--- config.mk ---
export PLATFORM = sky130hd
export DESIGN_NAME = spi_slave_responder
export DESIGN_NICKNAME = d
export VERILOG_FILES = /design/src/rtl/spi_pkg.sv /design/src/rtl/spi_input_sync.sv /design/src/rtl/spi_slave_responder.sv
export SDC_FILE = /design/constraint.sdc
export NUM_CORES = 1
export LEC_CHECK = 0
export BUFFER_PORTS_ARGS = -buffer_cell sky130_fd_sc_hd__clkbuf_2
export CAP_MARGIN = 25
export CELL_PAD_IN_SITES_DETAIL_PLACEMENT = 1
export CELL_PAD_IN_SITES_GLOBAL_PLACEMENT = 1
export CORE_UTILIZATION = 45
export DETAILED_ROUTE_END_ITERATION = 8
export PLACE_DENSITY_LB_ADDON = 0.1
export SETUP_SLACK_MARGIN = 0.02
export SYNTH_ARGS = -nofsm -noshare
export SYNTH_HDL_FRONTEND = slang
export SYNTH_SLANG_ARGS = --single-unit
--- constraint.sdc ---
create_clock -name clk_i -period 10.9 [get_ports clk_i]
set_clock_uncertainty 0.1 [all_clocks]
set_input_delay 2.18 -clock clk_i [delete_from_list [all_inputs] [get_ports clk_i]]
set_output_delay 2.18 -clock clk_i [all_outputs]
set_load 0.005 [all_outputs]
--- src/rtl/spi_pkg.sv ---
// Shared SPI definitions: limits, idle clock level, FSM encoding and the
// byte-placement helpers common to the master and the responder.
package spi_pkg;

    localparam int unsigned SPI_MAX_BYTES  = 4;
    localparam logic        SPI_CLOCK_IDLE = 1'b0;
    localparam logic [2:0]  SPI_MAX_CNT    = 3'(SPI_MAX_BYTES);

    typedef enum logic {
        IDLE   = 1'b0,
        ACTIVE = 1'b1
    } spi_state_t;

    // Byte number idx of a transaction lands at [8*(3-idx)+:8]; first byte in the MSBs.
    function automatic logic [31:0] spi_place_byte(input logic [31:0] word,
                                                   input logic [7:0]  data,
                                                   input logic [2:0]  idx);
        logic [31:0] res;
        res = word;
        case (idx)
            3'd0:    res[31:24] = data;
            3'd1:    res[23:16] = data;
            3'd2:    res[15:8]  = data;
            3'd3:    res[7:0]   = data;
            default: res        = word;
        endcase
        return res;
    endfunction

    function automatic logic [2:0] spi_clamp_count(input logic [2:0] n);
        return (n > SPI_MAX_CNT) ? SPI_MAX_CNT : n;
    endfunction

    // rem counts bytes still to send including the current one, so the byte sits at 8*(rem-1).
    function automatic logic spi_reply_bit(input logic [31:0] word,
                                           input logic [2:0]  rem,
                                           input logic [2:0]  bit_idx);
        logic [4:0] sel;
        sel = 5'({rem - 3'd1, bit_idx});
        return word[sel];
    endfunction

endpackage

--- src/rtl/spi_input_sync.sv ---
// Multi-flop synchronizer for one SPI pin with registered-history edge pulses.
// Edges are suppressed until the pipeline holds real pin samples after reset.
module spi_input_sync #(
    parameter int unsigned SYNC_STAGES = 2,
    parameter logic        RESET_VAL   = 1'b0
) (
    input  logic clk_i,
    input  logic rst_i,
    input  logic d_i,
    output logic rise_o,
    output logic fall_o
);

    logic [SYNC_STAGES-1:0] sync_q, sync_d;
    logic                   prev_q, prev_d;
    logic [SYNC_STAGES:0]   warm_q, warm_d;
    logic                   level;

    assign level = sync_q[SYNC_STAGES-1];

    always_comb begin
        sync_d = {sync_q[SYNC_STAGES-2:0], d_i};
        prev_d = level;
        warm_d = {warm_q[SYNC_STAGES-1:0], 1'b1};
    end

    always_ff @(posedge clk_i or posedge rst_i) begin
        if (rst_i) begin
            sync_q <= {SYNC_STAGES{RESET_VAL}};
            prev_q <= RESET_VAL;
            warm_q <= '0;
        end else begin
            sync_q <= sync_d;
            prev_q <= prev_d;
            warm_q <= warm_d;
        end
    end

    // A pin held at the non-reset level through reset must not look like an edge.
    assign rise_o = warm_q[SYNC_STAGES] &  level & ~prev_q;
    assign fall_o = warm_q[SYNC_STAGES] & ~level &  prev_q;

endmodule

--- src/rtl/spi_slave_responder.sv ---
// SPI mode-0 responder oversampled in the clk_i domain: collects up to four
// received bytes and shifts a preloaded reply out on MISO.
module spi_slave_responder
    import spi_pkg::*;
#(
    parameter int unsigned SYNC_STAGES = 2
) (
    input  logic        clk_i,
    input  logic        rst_i,
    input  logic        spi_clk_i,
    input  logic        spi_cs_n_i,
    input  logic        spi_mosi_i,
    output logic        spi_miso_o,
    input  logic [31:0] tx_data_i,
    input  logic [2:0]  tx_bytes_valid_i,
    input  logic        tx_load_i,
    output logic        tx_ready_o,
    output logic [31:0] rx_data_o,
    output logic [2:0]  rx_bytes_valid_o,
    output logic        rx_byte_strobe_o,
    output logic        rx_done_o,
    output logic        overflow_o
);

    logic sclk_rise, sclk_fall, cs_rise, cs_fall, mosi_s;

    spi_input_sync #(.SYNC_STAGES(SYNC_STAGES), .RESET_VAL(SPI_CLOCK_IDLE)) u_sclk_sync (
        .clk_i  (clk_i),
        .rst_i  (rst_i),
        .d_i    (spi_clk_i),
        .rise_o (sclk_rise),
        .fall_o (sclk_fall)
    );

    spi_input_sync #(.SYNC_STAGES(SYNC_STAGES), .RESET_VAL(1'b1)) u_cs_sync (
        .clk_i  (clk_i),
        .rst_i  (rst_i),
        .d_i    (spi_cs_n_i),
        .rise_o (cs_rise),
        .fall_o (cs_fall)
    );

    spi_state_t             state_q, state_d;
    logic [SYNC_STAGES-1:0] mosi_sync_q, mosi_sync_d;
    logic [2:0]             bit_cnt_q, bit_cnt_d;
    logic [6:0]             shift_q, shift_d;
    logic [31:0]            rx_data_q, rx_data_d;
    logic [2:0]             rx_cnt_q, rx_cnt_d;
    logic                   ovf_q, ovf_d;
    logic                   strobe_q, strobe_d;
    logic                   done_q, done_d;
    logic                   miso_q, miso_d;
    logic [31:0]            tx_buf_q, tx_buf_d;
    logic [2:0]             tx_n_q, tx_n_d;
    logic [2:0]             tx_rem_q, tx_rem_d;
    logic [2:0]             tx_bit_q, tx_bit_d;
    logic                   pending_q, pending_d;
    logic                   ready_q, ready_d;

    logic        load_ok;
    logic [7:0]  byte_v;
    logic [2:0]  rem_start, rem_next;
    logic [31:0] first_word;

    assign mosi_s = mosi_sync_q[SYNC_STAGES-1];

    always_comb begin
        state_d     = state_q;
        mosi_sync_d = {mosi_sync_q[SYNC_STAGES-2:0], spi_mosi_i};
        bit_cnt_d   = bit_cnt_q;
        shift_d     = shift_q;
        rx_data_d   = rx_data_q;
        rx_cnt_d    = rx_cnt_q;
        ovf_d       = ovf_q;
        strobe_d    = 1'b0;
        done_d      = 1'b0;
        miso_d      = miso_q;
        tx_buf_d    = tx_buf_q;
        tx_n_d      = tx_n_q;
        tx_rem_d    = tx_rem_q;
        tx_bit_d    = tx_bit_q;
        pending_d   = pending_q;
        byte_v      = {shift_q, mosi_s};
        rem_start   = '0;
        rem_next    = '0;
        first_word  = tx_buf_q;

        load_ok = tx_load_i & ready_q;
        if (load_ok) begin
            tx_buf_d  = tx_data_i;
            tx_n_d    = spi_clamp_count(tx_bytes_valid_i);
            pending_d = 1'b1;
        end

        case (state_q)
            IDLE: begin
                if (cs_fall) begin
                    state_d   = ACTIVE;
                    bit_cnt_d = 3'd7;
                    shift_d   = '0;
                    rx_data_d = '0;
                    rx_cnt_d  = '0;
                    ovf_d     = 1'b0;
                    tx_bit_d  = 3'd7;
                    // A load in this very cycle is not in tx_buf_q yet; take it from the port.
                    if (load_ok) begin
                        rem_start  = spi_clamp_count(tx_bytes_valid_i);
                        first_word = tx_data_i;
                    end else if (pending_q) begin
                        rem_start  = tx_n_q;
                    end
                    tx_rem_d = rem_start;
                    miso_d   = (rem_start != 3'd0) ? spi_reply_bit(first_word, rem_start, 3'd7) : 1'b0;
                end
            end
            ACTIVE: begin
                if (cs_rise) begin
                    state_d   = IDLE;
                    done_d    = 1'b1;
                    pending_d = 1'b0;
                    miso_d    = 1'b0;
                end else begin
                    if (sclk_rise) begin
                        shift_d = byte_v[6:0];
                        if (bit_cnt_q == 3'd0) begin
                            bit_cnt_d = 3'd7;
                            if (rx_cnt_q < SPI_MAX_CNT) begin
                                rx_data_d = spi_place_byte(rx_data_q, byte_v, rx_cnt_q);
                                rx_cnt_d  = rx_cnt_q + 3'd1;
                                strobe_d  = 1'b1;
                            end else begin
                                ovf_d = 1'b1;
                            end
                        end else begin
                            bit_cnt_d = bit_cnt_q - 3'd1;
                        end
                    end
                    if (sclk_fall) begin
                        if (tx_bit_q == 3'd0) begin
                            rem_next = (tx_rem_q == 3'd0) ? 3'd0 : tx_rem_q - 3'd1;
                            tx_rem_d = rem_next;
                            tx_bit_d = 3'd7;
                            miso_d   = (rem_next != 3'd0) ? spi_reply_bit(tx_buf_q, rem_next, 3'd7) : 1'b0;
                        end else begin
                            tx_bit_d = tx_bit_q - 3'd1;
                            miso_d   = (tx_rem_q != 3'd0) ? spi_reply_bit(tx_buf_q, tx_rem_q, tx_bit_q - 3'd1) : 1'b0;
                        end
                    end
                end
            end
            default: state_d = IDLE;
        endcase

        ready_d = (state_d == IDLE) && !pending_d;
    end

    always_ff @(posedge clk_i or posedge rst_i) begin
        if (rst_i) begin
            state_q     <= IDLE;
            mosi_sync_q <= '0;
            bit_cnt_q   <= 3'd7;
            shift_q     <= '0;
            rx_data_q   <= '0;
            rx_cnt_q    <= '0;
            ovf_q       <= 1'b0;
            strobe_q    <= 1'b0;
            done_q      <= 1'b0;
            miso_q      <= 1'b0;
            tx_buf_q    <= '0;
            tx_n_q      <= '0;
            tx_rem_q    <= '0;
            tx_bit_q    <= 3'd7;
            pending_q   <= 1'b0;
            ready_q     <= 1'b1;
        end else begin
            state_q     <= state_d;
            mosi_sync_q <= mosi_sync_d;
            bit_cnt_q   <= bit_cnt_d;
            shift_q     <= shift_d;
            rx_data_q   <= rx_data_d;
            rx_cnt_q    <= rx_cnt_d;
            ovf_q       <= ovf_d;
            strobe_q    <= strobe_d;
            done_q      <= done_d;
            miso_q      <= miso_d;
            tx_buf_q    <= tx_buf_d;
            tx_n_q      <= tx_n_d;
            tx_rem_q    <= tx_rem_d;
            tx_bit_q    <= tx_bit_d;
            pending_q   <= pending_d;
            ready_q     <= ready_d;
        end
    end

    assign spi_miso_o       = miso_q;
    assign tx_ready_o       = ready_q;
    assign rx_data_o        = rx_data_q;
    assign rx_bytes_valid_o = rx_cnt_q;
    assign rx_byte_strobe_o = strobe_q;
    assign rx_done_o        = done_q;
    assign overflow_o       = ovf_q;

endmodule

Word level (Yosys, flattened, before mapping)
Index checks and enable logic that the tools add are counted.

Add/subtract/negate cells: 6. $lt $le $gt $ge: 5. Eq/ne operators: 16. Multiplexer cells: 76. Bitwise operators: 15. Reduce and logical (&&, ||, !) cells: 19.

Operators by type and width (number): $mux 32 (8); $mux 3 (22); $pmux 32 s2 (1); $mux 8 (4); $mux 1 (27); $pmux 3 s2 (4); $reduce_and 6->1 (4); $mux 7 (3); $lt 5x6->1 const B (3); $ne 2x1->1 const B (7); $pmux 7 s2 (1); $logic_not 3->1 (4); $ne 2x2->1 const B (5); $reduce_and 5->1 (2); $and 1x1->1 (9); $reduce_bool 3->1 (3); $sub 3x1->3 const B (3); $eq 3x2->1 const B (2); $not 1->1 (6); $pmux 1 s2 (3); $reduce_and 3->1 (2); $bmux 1 s5 (1); $bmux 1 s2 (2); $reduce_and 4->1 (1); other kinds (9) (10).

Bits in registers: 107. Bits of input ports: 41. Output and inout bits: 40.

Logic depth before layout (Yosys ltp)
Depth after elaboration: 11. Mapped depth: 11. Gate-level depth less buffers: 10.

Hierarchy
A second synthesis with hierarchy kept.

Cells, all modules: 393. Area, all modules: 4609.4 um2.

Modules (own cells, without submodules): spi_slave_responder (instances 1, cells each 373, area each 4255.3 um2, seq. area each 2386.0 um2); spi_input_sync at u_cs_sync (instances 1, cells each 10, area each 178.9 um2, seq. area each 153.9 um2); spi_input_sync at u_sclk_sync (instances 1, cells each 10, area each 175.2 um2, seq. area each 150.1 um2).

Worst setup path after synthesis
No wires, ideal clock.

Path type: input to register. From: in tx_load_i. To: reg miso_q (netlist: spi_miso_o). Setup time: 120 ps. Arrival time: 4139 ps. Required time: 10680 ps. Slack: 6540 ps. Cell stages on the path: 11. Buffers on the path: 1. Cell sequence: nand2_1 -> clkbuf_1 -> nor3b_1 -> a31oi_1 -> ha_1 -> and4b_2 -> nand3_1 -> mux2i_1 -> a2111oi_4 -> nand3_1 -> o211a_1.

Word-level cells in the longest chain between the ends: 10.

RTL lines: from (decl) (RTL line spi_slave_responder.sv:16) `input logic tx_load_i,`; $and 1x1->1 * (RTL line spi_slave_responder.sv:88) `load_ok = tx_load_i & ready_q;`; $mux 3 (RTL line spi_slave_responder.sv:106) `if (load_ok) begin`; $mux 3 (RTL line spi_slave_responder.sv:97) `if (cs_fall) begin`; $mux 3 (RTL line spi_slave_responder.sv:95) `case (state_q)`; $sub 2x1->2 (RTL line spi_pkg.sv:39) `sel = 5'({rem - 3'd1, bit_idx});`; $bmux 1 s2 (RTL line spi_pkg.sv:40) `return word[sel];`; $mux 1 (implied by the code) (RTL line spi_pkg.sv:40); $mux 1 * (RTL line spi_slave_responder.sv:113) `miso_d = (rem_start != 3'd0) ? spi_reply_bit(first_word, rem_start, 3'd7) : 1'b0;`; $mux 1 * (RTL line spi_slave_responder.sv:97); $pmux 1 s2 * (RTL line spi_slave_responder.sv:95); to (signal assigned) (RTL line spi_slave_responder.sv:185) `miso_q <= miso_d;`; to (decl) (RTL line spi_slave_responder.sv:52) `logic miso_q, miso_d;`.

Mark *: on every way between the ends. The rest lies on a longest branch, timed or not. The select of a mux whose other input is x is not followed. A chain may end at the register's enable or synchronous reset.

Final worst setup path
Same ends and word-level chain as after synthesis.

==> metrics.csv <==
metric,value,unit
top-count cell post-synth,dfrtp_1,
grt total ovfl,0,
async set or reset register ratio after synthesis,1.00,
VDD IR max,0.101,mV
Clock Pin Slew Worst Setup and Hold Paths,100,ps
Synthesized Nets,420,
drt initial violations,104,
CP Launch Type,input port,
CTS-repair resized insts,0,
WL per Instance,16.9,um
TritonCTS buffer count,9,
drt pass-1 iters,6,
Worst path top cell family by delay,simple AND/OR/NAND/NOR gates,
"EDFF count, synth",0,
Yosys top cell area share,0.495,
most frequent cells after synthesis,"dfrtp_1 (94), mux2_2 (61), inv_1 (14), nor2_1 (14), ha_1 (13)",
slowest cell delay on critical path,440,ps
setup tns final,0,ps
CORE AREA,10300,um^2
diode count,0,
Initial Util,0.462,
IO Port Bufs,80,
CTS max path bufs,2,
Max Fclk,0.220,GHz
vias per inst,5.34,
"Max FO, Critical Path",34,
post-route cell area,5510,um^2
fraction of layout cells with a size suffix above 1,0.406,
syn_area_per_cell,13.0,um^2
vias in the first global route,3408,
kind of critical path,in -> reg,
critical-path cell list,clkbuf_2 -> nand2_1 -> buf_4 -> nor3b_1 -> a31oi_1 -> ha_1 -> and4b_2 -> nand3_1 -> mux2i_1 -> a2111oi_4 -> nand3_1 -> o211a_1,
Final Max Slew Viols,0,
initial antenna violation count,0,
Top-Level Pins,81,
fin crit share,0.417,
Slew @ Worst Pin,888,ps
final WL,9.90,mm
RSZ-0062 raised after global routing,no,
first-pass GRT wire length,17.1,mm
Clock Tree Root,clkbuf_8,
Area after DPL,5310,um^2
min Tclk post-route,4540,ps
top_reg_cell synth,dfrtp_1,
Area contributors post-synth,"dfrtp_1 (49%), mux2_2 (14%), dfstp_2 (5.5%)",
H-tree depth,3,
Max-Cap Viols,0,
Die Wd,105,um
worst rel slew slack,0.408,
GPL Wtd Cong,0.810,
post-synth top area cell,dfrtp_1,
area of the die,11000,um^2
largest net degree at the start of global routing,62,
CP arrival,4710,ps
P_leak,2.70,nW
Area Overhead vs Synth,15.9,%
CTS tree,yes,
DP Wirelength,7.08,mm
FP Rows,37,
Fin Hold WS,262,ps
Worst Path Buf+Inv,2,
mapped cell area,4750,um^2
Residual DRC,0,
Power Dens Cells,213,nW/um^2
fin util,0.536,
Die Ht,105,um
post-CTS setup buffers,0,
Hold Buf Count CTS,0,
Cell variety after synth,54,
"most used cell, CP",nand3_1,
status,"complete, no violations",
slowest CP cell,buf_4,
worst-skew pair later-pin latency,380,ps
Final setup viols,0,
final hold violations,0,
total clock sinks,104,
Setup crit end kind,flop,
vias after detailed routing,3134,
Yosys warning count,0,
Routed Antenna Nets,0,
post-synthesis sequential area ratio,0.550,
Mapped Cells,366,
synthesis-stage register bit count,104,
Worst Path Required,11070,ps
# nets final,500,
Hold Path Class,reg -> reg,
GR Util All Layers,0.200,
==> area by class of cell <==
cell class                 instances  area (um^2)
sequential                       104         2620
timing repair buffer              83          443
clock inverter                     5         45.0
tap                              136          170
inverter                          16         65.1
fill                            1104         4770
multi-input combinational        232         2020
clock buffer                      11          151
==> layout by cell type (no fill, tap or decap), types with 4 or more instances in the layout <==
cell,Yosys,routed
nand4_1,4,4
dfstp_2,10,10
ha_1,13,13
clkbuf_2,0,80
nand2_1,9,9
nor3b_1,4,4
mux2_2,61,61
o21a_1,4,4
mux2i_1,12,12
nor2b_1,8,8
dfrtp_1,94,94
nand3_1,6,6
nor2_1,14,14
mux2_1,10,10
nand2b_1,6,6
inv_1,14,13
clkbuf_8,0,11
o21ai_0,7,7
mux4_2,4,4
a21oi_1,12,12
a31oi_1,8,8
and2_1,11,11
==> power by group <==
part	switching, mW	leakage [nW]	internal, mW
sequential	0.0674	1.31	0.488
clock	0.136	0.0985	0.0993
combinational	0.187	1.29	0.197
total	0.391	2.70	0.784
==> cells by family after synthesis <==
logic type / after synthesis / share of synthesized area
flip-flops: 104 / 0.550
multiplexers: 87 / 0.212
AND/OR/NAND/NOR: 75 / 0.0914
AO/OA/AOI/OAI: 55 / 0.0835
buffers and inverters: 30 / 0.0255
adder cells (fa/ha/maj): 13 / 0.0342
other: 1 / 0.000789
XOR/XNOR: 1 / 0.00184
==> registers in the layout, summed over array words and instances, names as in the netlist <==
register,flops
u_cs_sync.prev_q,1
tx_n_q,3
u_sclk_sync.sync_q,2
tx_ready_o,1
rx_bytes_valid_o,3
shift_q,7
rx_done_o,1
rx_byte_strobe_o,1
u_cs_sync.warm_q,3
tx_bit_q,3
overflow_o,1
state_q,1
rx_data_o,32
spi_miso_o,1
u_sclk_sync.prev_q,1
bit_cnt_q,3
tx_buf_q,32
tx_rem_q,3
pending_q,1
mosi_sync_q,2
u_cs_sync.sync_q,2
==> stage by stage <==
stage | worst slack, ps | power [mW] | instances
6_report | 6360 | 1.17 | 587
5_1_grt | 6130 | 1.26 | 587
4_1_cts | 6360 | 1.19 | 587
3_5_place_dp | 5950 | 0.950 | 571
3_3_place_gp | 6080 | 0.930 | 570
2_1_floorplan | 5900 | 0.841 | 366
==> worst register-to-register path, cell delays in order (launching register included) <==
cell and delay, ps:
dfrtp_1 930, inv_2 320, nor4b_4 400, o21a_1 540, nand2_1 460, mux2_2 410
==> path summary, 6_finish.rpt <==
kind,end,cells after the start,from,slack [ps]
min in group asynchronous,rx_data_o[6]$_DFFE_PP0P_,2,rst_i,1610
worst min-delay path,u_cs_sync.warm_q[2]$_DFF_PP0_,0,u_cs_sync.warm_q[1]$_DFF_PP0_,260
worst max register to register,rx_data_o[7]$_DFFE_PP0P_,5,state_q$_DFF_PP0_,7640
worst max-delay path,spi_miso_o$_DFFE_PP0P_,12,tx_load_i,6360
worst min register to register,u_cs_sync.warm_q[2]$_DFF_PP0_,0,u_cs_sync.warm_q[1]$_DFF_PP0_,260
max in group asynchronous,tx_ready_o$_DFF_PP1_,4,rst_i,8070
==> metal layers <==
| metal | track usage | share of wire | up-vias |
|---|---|---|---|
| met5 | 0 | 0 | - |
| met3 | 0.0381 | 0.031 | 12 |
| met1 | 0.282 | 0.49 | 1595 |
| met2 | 0.310 | 0.47 | 55 |
| li1 | - | - | 1472 |
| met4 | 0.0664 | 0.015 | 0 |
(Power assumes the default switching activity.)
